File: src/rtl/fb_lsu.sv
// MEM-stage load/store unit: issues req/ack data-memory transactions and aligns/extends load data.
// Optional bus timeout abort is enabled by defining FB_LSU_TIMEOUT_EN.
module fb_lsu #(
  parameter int unsigned TIMEOUT_CYCLES = 255
) (
  input  logic        clk,
  input  logic        rst_n,
  input  logic        mem_mem_read,
  input  logic        mem_mem_write,
  input  logic [2:0]  mem_funct3,
  input  logic [31:0] mem_alu_res,
  input  logic [31:0] mem_store_data,
  output logic [31:0] mem_memory_data,
  output logic        lsu_stall,
  output logic        lsu_misalign,
  output logic        lsu_bus_err,
  output logic        dmem_req,
  output logic        dmem_we,
  output logic [31:0] dmem_addr,
  output logic [31:0] dmem_wdata,
  output logic [3:0]  dmem_be,
  input  logic [31:0] dmem_rdata,
  input  logic        dmem_ack
);

  if (TIMEOUT_CYCLES < 1 || TIMEOUT_CYCLES > 255) begin : g_bad_timeout
    $error("fb_lsu: TIMEOUT_CYCLES must be in 1..255");
  end

  typedef enum logic [1:0] {S_IDLE, S_ACCESS, S_DONE} state_t;

  state_t      state_q, state_d;
  logic        req_q, req_d, we_q, we_d, misalign_q, misalign_d, bus_err_q, bus_err_d;
  logic [31:0] addr_q, addr_d, wdata_q, wdata_d, data_q, data_d;
  logic [3:0]  be_q, be_d;
  logic [2:0]  funct3_q, funct3_d;
  logic [1:0]  off_q, off_d;

  logic        access, is_store, legal;
  logic [1:0]  off;
  logic [3:0]  st_be;
  logic [31:0] st_wdata, ld_ext;
  logic [7:0]  ld_byte;
  logic [15:0] ld_half;
  logic        timeout;

  assign access   = mem_mem_read | mem_mem_write;
  assign is_store = mem_mem_write;
  assign off      = mem_alu_res[1:0];

`ifdef FB_LSU_TIMEOUT_EN
  logic [7:0] cnt_q, cnt_d;
  assign timeout = (state_q == S_ACCESS) && !dmem_ack && (cnt_q == 8'(TIMEOUT_CYCLES - 1));
  assign cnt_d   = (state_q == S_ACCESS && !dmem_ack) ? cnt_q + 8'd1 : '0;
  always_ff @(posedge clk) begin
    if (!rst_n) cnt_q <= '0;
    else        cnt_q <= cnt_d;
  end
`else
  assign timeout = 1'b0;
`endif

  always_comb begin
    legal = 1'b0;
    case (mem_funct3)
      3'b000:         legal = 1'b1;
      3'b001:         legal = !off[0];
      3'b010:         legal = (off == 2'b00);
      3'b100:         legal = !is_store;
      3'b101:         legal = !is_store && !off[0];
      default:        legal = 1'b0;
    endcase
  end

  always_comb begin
    st_be    = 4'b1111;
    st_wdata = mem_store_data;
    case (mem_funct3[1:0])
      2'b00: begin
        st_be    = 4'b0001 << off;
        st_wdata = {4{mem_store_data[7:0]}};
      end
      2'b01: begin
        st_be    = off[1] ? 4'b1100 : 4'b0011;
        st_wdata = {2{mem_store_data[15:0]}};
      end
      default: ;
    endcase
  end

  always_comb begin
    case (off_q)
      2'd0:    ld_byte = dmem_rdata[7:0];
      2'd1:    ld_byte = dmem_rdata[15:8];
      2'd2:    ld_byte = dmem_rdata[23:16];
      default: ld_byte = dmem_rdata[31:24];
    endcase
    ld_half = off_q[1] ? dmem_rdata[31:16] : dmem_rdata[15:0];
    case (funct3_q)
      3'b000:  ld_ext = {{24{ld_byte[7]}}, ld_byte};
      3'b001:  ld_ext = {{16{ld_half[15]}}, ld_half};
      3'b100:  ld_ext = {24'd0, ld_byte};
      3'b101:  ld_ext = {16'd0, ld_half};
      default: ld_ext = dmem_rdata;
    endcase
  end

  always_ff @(posedge clk) begin
    if (!rst_n) state_q <= S_IDLE;
    else        state_q <= state_d;
  end

  always_comb begin
    state_d = state_q;
    case (state_q)
      S_IDLE:   if (access && legal) state_d = S_ACCESS;
      S_ACCESS: if (dmem_ack || timeout) state_d = S_DONE;
      default:  state_d = S_IDLE;
    endcase
  end

  // Bus registers are loaded on ACCESS entry and cleared on exit, so they stay stable in between.
  always_comb begin
    req_d      = req_q;
    we_d       = we_q;
    addr_d     = addr_q;
    wdata_d    = wdata_q;
    be_d       = be_q;
    funct3_d   = funct3_q;
    off_d      = off_q;
    data_d     = data_q;
    misalign_d = 1'b0;
    bus_err_d  = 1'b0;
    lsu_stall  = 1'b0;
    case (state_q)
      S_IDLE: begin
        if (access && legal) begin
          lsu_stall = 1'b1;
          req_d     = 1'b1;
          we_d      = is_store;
          addr_d    = {mem_alu_res[31:2], 2'b00};
          wdata_d   = is_store ? st_wdata : '0;
          be_d      = is_store ? st_be : '0;
          funct3_d  = mem_funct3;
          off_d     = off;
        end else if (access) begin
          misalign_d = 1'b1;
          data_d     = '0;
        end
      end
      S_ACCESS: begin
        lsu_stall = 1'b1;
        if (dmem_ack || timeout) begin
          req_d   = 1'b0;
          we_d    = 1'b0;
          addr_d  = '0;
          wdata_d = '0;
          be_d    = '0;
          if (dmem_ack) begin
            if (!we_q) data_d = ld_ext;
          end else begin
            data_d    = '0;
            bus_err_d = 1'b1;
          end
        end
      end
      default: ;
    endcase
  end

  always_ff @(posedge clk) begin
    if (!rst_n) begin
      req_q      <= 1'b0;
      we_q       <= 1'b0;
      addr_q     <= '0;
      wdata_q    <= '0;
      be_q       <= '0;
      funct3_q   <= '0;
      off_q      <= '0;
      data_q     <= '0;
      misalign_q <= 1'b0;
      bus_err_q  <= 1'b0;
    end else begin
      req_q      <= req_d;
      we_q       <= we_d;
      addr_q     <= addr_d;
      wdata_q    <= wdata_d;
      be_q       <= be_d;
      funct3_q   <= funct3_d;
      off_q      <= off_d;
      data_q     <= data_d;
      misalign_q <= misalign_d;
      bus_err_q  <= bus_err_d;
    end
  end

  assign mem_memory_data = data_q;
  assign lsu_misalign    = misalign_q;
  assign lsu_bus_err     = bus_err_q;
  assign dmem_req        = req_q;
  assign dmem_we         = we_q;
  assign dmem_addr       = addr_q;
  assign dmem_wdata      = wdata_q;
  assign dmem_be         = be_q;

endmodule
File: config.mk
export PLATFORM = sky130hd
export DESIGN_NAME = fb_lsu
export DESIGN_NICKNAME = d
export VERILOG_FILES = /design/src/rtl/fb_lsu.sv
export SDC_FILE = /design/constraint.sdc
export NUM_CORES = 1
export LEC_CHECK = 0
export ABC_CLOCK_PERIOD_IN_PS = 2700
export CAP_MARGIN = 20
export CORE_MARGIN = 2
export CORE_UTILIZATION = 35
export CTS_BUF_LIST = sky130_fd_sc_hd__clkbuf_16
export CTS_CLUSTER_SIZE = 24
export DETAILED_ROUTE_END_ITERATION = 7
export PLACE_DENSITY = 0.69
export SLEW_MARGIN = 20
export SYNTH_ARGS = -nofsm -noshare
export SYNTH_HDL_FRONTEND = slang
export SYNTH_SLANG_ARGS = --single-unit
File: constraint.sdc
create_clock -name clk -period 2.7 [get_ports clk]
set_clock_uncertainty 0.05 [all_clocks]
set_input_delay 0.54 -clock clk [delete_from_list [all_inputs] [get_ports clk]]
set_output_delay 0.54 -clock clk [all_outputs]
set_load 0.05 [all_outputs]
=== After elaboration in Yosys (flattened, before gate mapping) ===
Index checks and enable logic that the tools add are counted.
W data, S select, Z words.

* Add/sub/neg operators: 0
* $mul: 0
* Divide/modulo/power cells: 0
* $lt $le $gt $ge: 0
* Equality and inequality tests: 16
* Shift operators: 1
* Muxes and demuxes: 33
* Bitwise operators: 3
* Reductions and logical operators: 16

{| class="wikitable"
|+ Operators with widths
! operator !! number
|-
| $mux W32 || 8
|-
| $pmux W32 S2 || 4
|-
| $pmux W32 S4 || 1
|-
| $pmux W8 S3 || 1
|-
| $mux W16 || 1
|-
| $mux W4 || 4
|-
| $pmux W4 S2 || 2
|-
| $eq A3 B3 Y1 const B || 4
|-
| $ne A2 B2 Y1 const B || 5
|-
| $logic_not A2 Y1 || 4
|-
| $eq A2 B1 Y1 const B || 3
|-
| $eq A3 B1 Y1 const B || 2
|-
| $logic_not A3 Y1 || 2
|-
| $pmux W1 S2 || 3
|-
| $mux W1 || 5
|-
| $pmux W1 S5 || 1
|-
| $reduce_and A5 Y1 || 1
|-
| $mux W2 || 2
|-
| $pmux W2 S2 || 1
|-
| $reduce_and A2 Y1 || 2
|-
| $shl A1 B2 Y4 const A || 1
|-
| $eq A3 B2 Y1 const B || 1
|-
| $reduce_and A3 Y1 || 1
|-
| $reduce_or A3 Y1 || 1
|-
| other kinds (6) || 9
|}

* Register bits: 110
* Bits in latches: 0
* Bits in writable memories: 0
* Bits in read-only memories: 0
* Input port bits: 104
* Word-level logic and storage cells: 79
* Memories kept: 0

=== Longest topological paths before layout ===
* Word-level depth: 6
* Gate-level depth with buffers: 7
* Gate-level depth less buffers: 4

=== Worst setup path after synthesis ===
Ideal clock, no wire load.

* Path kind: input to output
* From: input mem_funct3[1]
* To: output lsu_stall
* Arrival time: 1.927 ns
* Required time: 2.110 ns
* Path slack: 0.183 ns
* Stages: 5
* Path buffers: 1
* Path through: buf_2 > o21a_1 > nor4_1 > nor2_1 > nor2_1

* Cells in the longest elaborated chain, start to end: 5

{| class="wikitable"
|+ Ends and longest elaborated chain
! element !! RTL line !! source
|-
| from (decl) || 10 || <nowiki>input logic [2:0] mem_funct3,</nowiki>
|-
| $eq A3 B3 Y1 (tied with other cells) || 65 || <nowiki>case (mem_funct3)</nowiki>
|-
| $pmux W1 S5 (*) || 65 ||
|-
| $logic_and A1 B1 Y1 (*) || 137 || <nowiki>if (access && legal) begin</nowiki>
|-
| $mux W1 (*) || 137 ||
|-
| $pmux W1 S2 (*) || 135 || <nowiki>case (state_q)</nowiki>
|-
| to (decl) || 14 || <nowiki>output logic lsu_stall,</nowiki>
|}

Every way passes the cells marked *; elsewhere a longest branch is shown, timed or not.

=== Worst setup path in the final report ===
* From: input mem_alu_res[1]
* To: output lsu_stall

* Cells in the longest elaborated chain, start to end: 5

{| class="wikitable"
|+ Ends and longest elaborated chain
! element !! RTL line !! source
|-
| from (decl) || 11 || <nowiki>input logic [31:0] mem_alu_res,</nowiki>
|-
| $logic_not A2 Y1 || 68 || <nowiki>3'b010: legal = (off == 2'b00);</nowiki>
|-
| $pmux W1 S5 || 65 ||
|-
| $logic_and A1 B1 Y1 || 137 ||
|-
| $mux W1 || 137 ||
|-
| $pmux W1 S2 || 135 ||
|}

Every way passes these cells.

==> results by group <==
Placement
  • Gpl congestion: 0.833
  • Setup WS pre-CTS: -113 ps
  • PortBufs: 205
  • DP HPWL: 11.7 mm
  • Dpl cells: 832

Timing
  • Final-report setup violation count: 0
  • Final-report hold violation count: 0
  • Fmax: 0.392 GHz
  • Final slew viol count: 0
  • Relative slew slack: 54.8%
  • Final setup margin: 148 ps
  • Final Cycle Share: 94.5%
  • RSZ-0062 raised after global routing: no
  • Min cycle time layout: 2550 ps
  • Worst-Margin Slew: 677 ps

Synthesis
  • Flops & latches, synth: 108
  • Yosys top cell by area: dfxtp_1
  • Top post-synthesis cells by area: dfxtp_1 (46%), mux2i_1 (8.8%), a22o_1 (8.3%)
  • Prevailing post-synth register cell: dfxtp_1
  • Part of the Yosys area used for sequential elements: 46.3%
  • Synth unique cells: 46
  • Asr flop ratio synth: 0%
  • Synthesized area per cell: 10.1 sq um
  • Mapped Area: 4670 sq um
  • Post-synth top area share: 46.3%
  • Synthesized instance count: 461
  • Yosys warning total: 0
  • EDFF count, synth: 0

Critical path
  • Crit path cell chain: clkdlybuf4s50_1 > o21a_1 > nor4_4 > nor2_1 > nor2_2 > buf_12
  • Req. time, crit path: 2110 ps
  • Reg-to-reg slack, setup: 670 ps
  • Setup crit end kind: output port
  • Crit path largest cell delay: 470 ps
  • Reg2reg end: mem_memory_data[25]
  • R2R depth: 6
  • CP max FO: 4
  • Startpoint Class: input port
  • Critical path data arrival time: 1960 ps
  • Startpoint of the worst register-to-register path: off_q[1]
  • Setup CP Type: input port to output port
  • Slowest cell on the critical path: clkdlybuf4s50_1

Routing
  • DR pass1 iterations: 4
  • Post-DR wirelength/cell: 17.8 microns
  • Routed wire length: 15.1 mm
  • Drt drc: 0
  • Final ANT Viol Nets: 0
  • Violation count after the first detailed-route iteration: 212
  • Vias: 4411
  • Routed vias/inst: 5.20

Pwr
  • Peak VDD IR: 0.336 mV
  • Power per Cell Area: 552 nW/um^2
  • Leakage: 2.73 nW

Clocking
  • Clock buffer depth: 2
  • Clk root buf: clkbuf_16
  • CTS tree: built
  • Hold-fix buffers, CTS: 0
  • Clk Latency, worst-skew pair: 350 ps
  • H-tree depth: 3
  • CTS resizes: 0
  • Post-CTS setup buffers: 0
  • Clk slew on worst S/H paths: 70 ps
  • Clock buffer count from CTS: 9
  • Clock sink count: 108

Min path
  • Hold Path Class: register to register
  • Hold wc startpoint: mem_memory_data[29]
  • WHS Path Cells: 2
  • Hold EP: mem_memory_data[29]

Global routing
  • Initial antenna violation count: 1
  • Global-route wire length before repair: 23.9 mm
  • GRT Util Overall: 21.3%
  • Total gr overflow: 0
  • Vias in the first global route: 4660
  • Largest net degree at the start of global routing: 38

Final layout
  • Fin util: 56.1%
  • Commonest non-fill, non-tap cell in the layout: clkdlybuf4s50_1
  • # fillers: 1154
  • Layout cell share with drive strength beyond 1: 11.0%
  • Final nets: 771
  • Commonest cells after routing, fill and taps aside: clkdlybuf4s50_1 (203), dfxtp_1 (108), a22o_1 (44)
  • Area growth syn-to-layout: 57.8%
  • Fin cells: 849

Floorplanning
  • Total I/O pin count: 209
  • Core area: 13100 sq um
  • Die width: 119 microns
  • Height of the chip: 119 microns
  • Std cell rows: 42
  • Die Area: 14300 sq um
  • Starting Density: 35.5%

Run status
  • Status: finished clean

Run
  • Max_cap viols: 0
==> cell type report <==
cell class / count / area [sq um] / area share (%)
Inverter: 24 / 90.1 / 1.22
Clock buffer: 9 / 225 / 3.06
Clock inverter: 7 / 91.3 / 1.24
Timing Repair Buffer: 235 / 2340 / 31.8
Antenna cell: 1 / 2.50 / 0.0340
Multi-Input combinational cell: 289 / 2230 / 30.3
Sequential cell: 108 / 2160 / 29.4
Tap cell: 176 / 220 / 2.99
==> power breakdown <==
| group | total [mW] | internal (mW) | switching [mW] |
|---|---|---|---|
| logic | 0.952 | 0.424 | 0.528 |
| registers | 1.70 | 1.66 | 0.0443 |
| clock network | 1.41 | 0.812 | 0.599 |
==> cell families after synthesis <==
kind of cell / after synthesis / synth area share, %
AO/OA/AOI/OAI: 157 / 26.6
flip-flops: 108 / 46.3
AND/OR/NAND/NOR: 70 / 7.29
buffers and inverters: 66 / 6.57
multiplexers: 59 / 13.1
other: 1 / 0.0804
==> cell usage after synthesis, types with 3 or more instances <==
library cell and instances:
o2bb2ai_1 20, dfxtp_1 108, o32ai_1 17, a21o_1 4, inv_1 24, nor2_1 16, nand2b_1 10, mux2_2 18
a21oi_1 14, o21a_1 4, a22o_1 44, o21ai_0 31, buf_2 11, mux2i_1 41, clkbuf_1 20, a32o_1 8
nand2_1 30, buf_4 6, buf_6 3
==> metal layers <==
metal,share of wire (%),GRT usage [%],vias up,wire (microns)
met5,0,0,-,0
met4,2.9,9.41,0,436
met3,10,8.52,28,1510
met2,47,35.3,189,7110
met1,40,24.3,2076,6090
li1,-,-,2118,-
==> how the worst max path moves through the flow <==
stage                         startpoint             end  slack, ps  cells after the start
after floorplan            mem_funct3[1]       lsu_stall        180                      5
after global placement     mem_funct3[1]  dmem_wdata[13]        -40                      7
after detailed placement   mem_funct3[1]  dmem_wdata[24]       -110                      7
after CTS                  mem_funct3[1]       lsu_stall         10                      6
after global routing      mem_alu_res[1]       lsu_stall         30                      6
final                     mem_alu_res[1]       lsu_stall        150                      6
==> critical path, delay by kind of cell <==
family                 cells  cell delay, ps
buffers and inverters      2             620
and+or+nand+nor            3             530
AOI/OAI and AO/OA          1             270
==> sequential cells by signal, summed over array words and instances, names as in the netlist <==
register / count
mem_memory_data: 32
dmem_we: 1
state_q: 2
dmem_req: 1
dmem_addr: 30
funct3_q: 3
dmem_be: 4
dmem_wdata: 32
off_q: 2
lsu_misalign: 1
==> per-stage QoR <==
step / TNS [ps] / hold WS [ps] / power, mW / area, sq um
after global routing: 0 / 426 / 4.23 / 7370
after CTS: 0 / 409 / 4.10 / 7340
after floorplan: 0 / 439 / 2.27 / 4670
after detailed placement: -1430 / 395 / 2.69 / 7030
after global placement: -318 / 391 / 2.67 / 7030
final: 0 / 407 / 4.07 / 7370
Power figures use the tool's default switching activity.
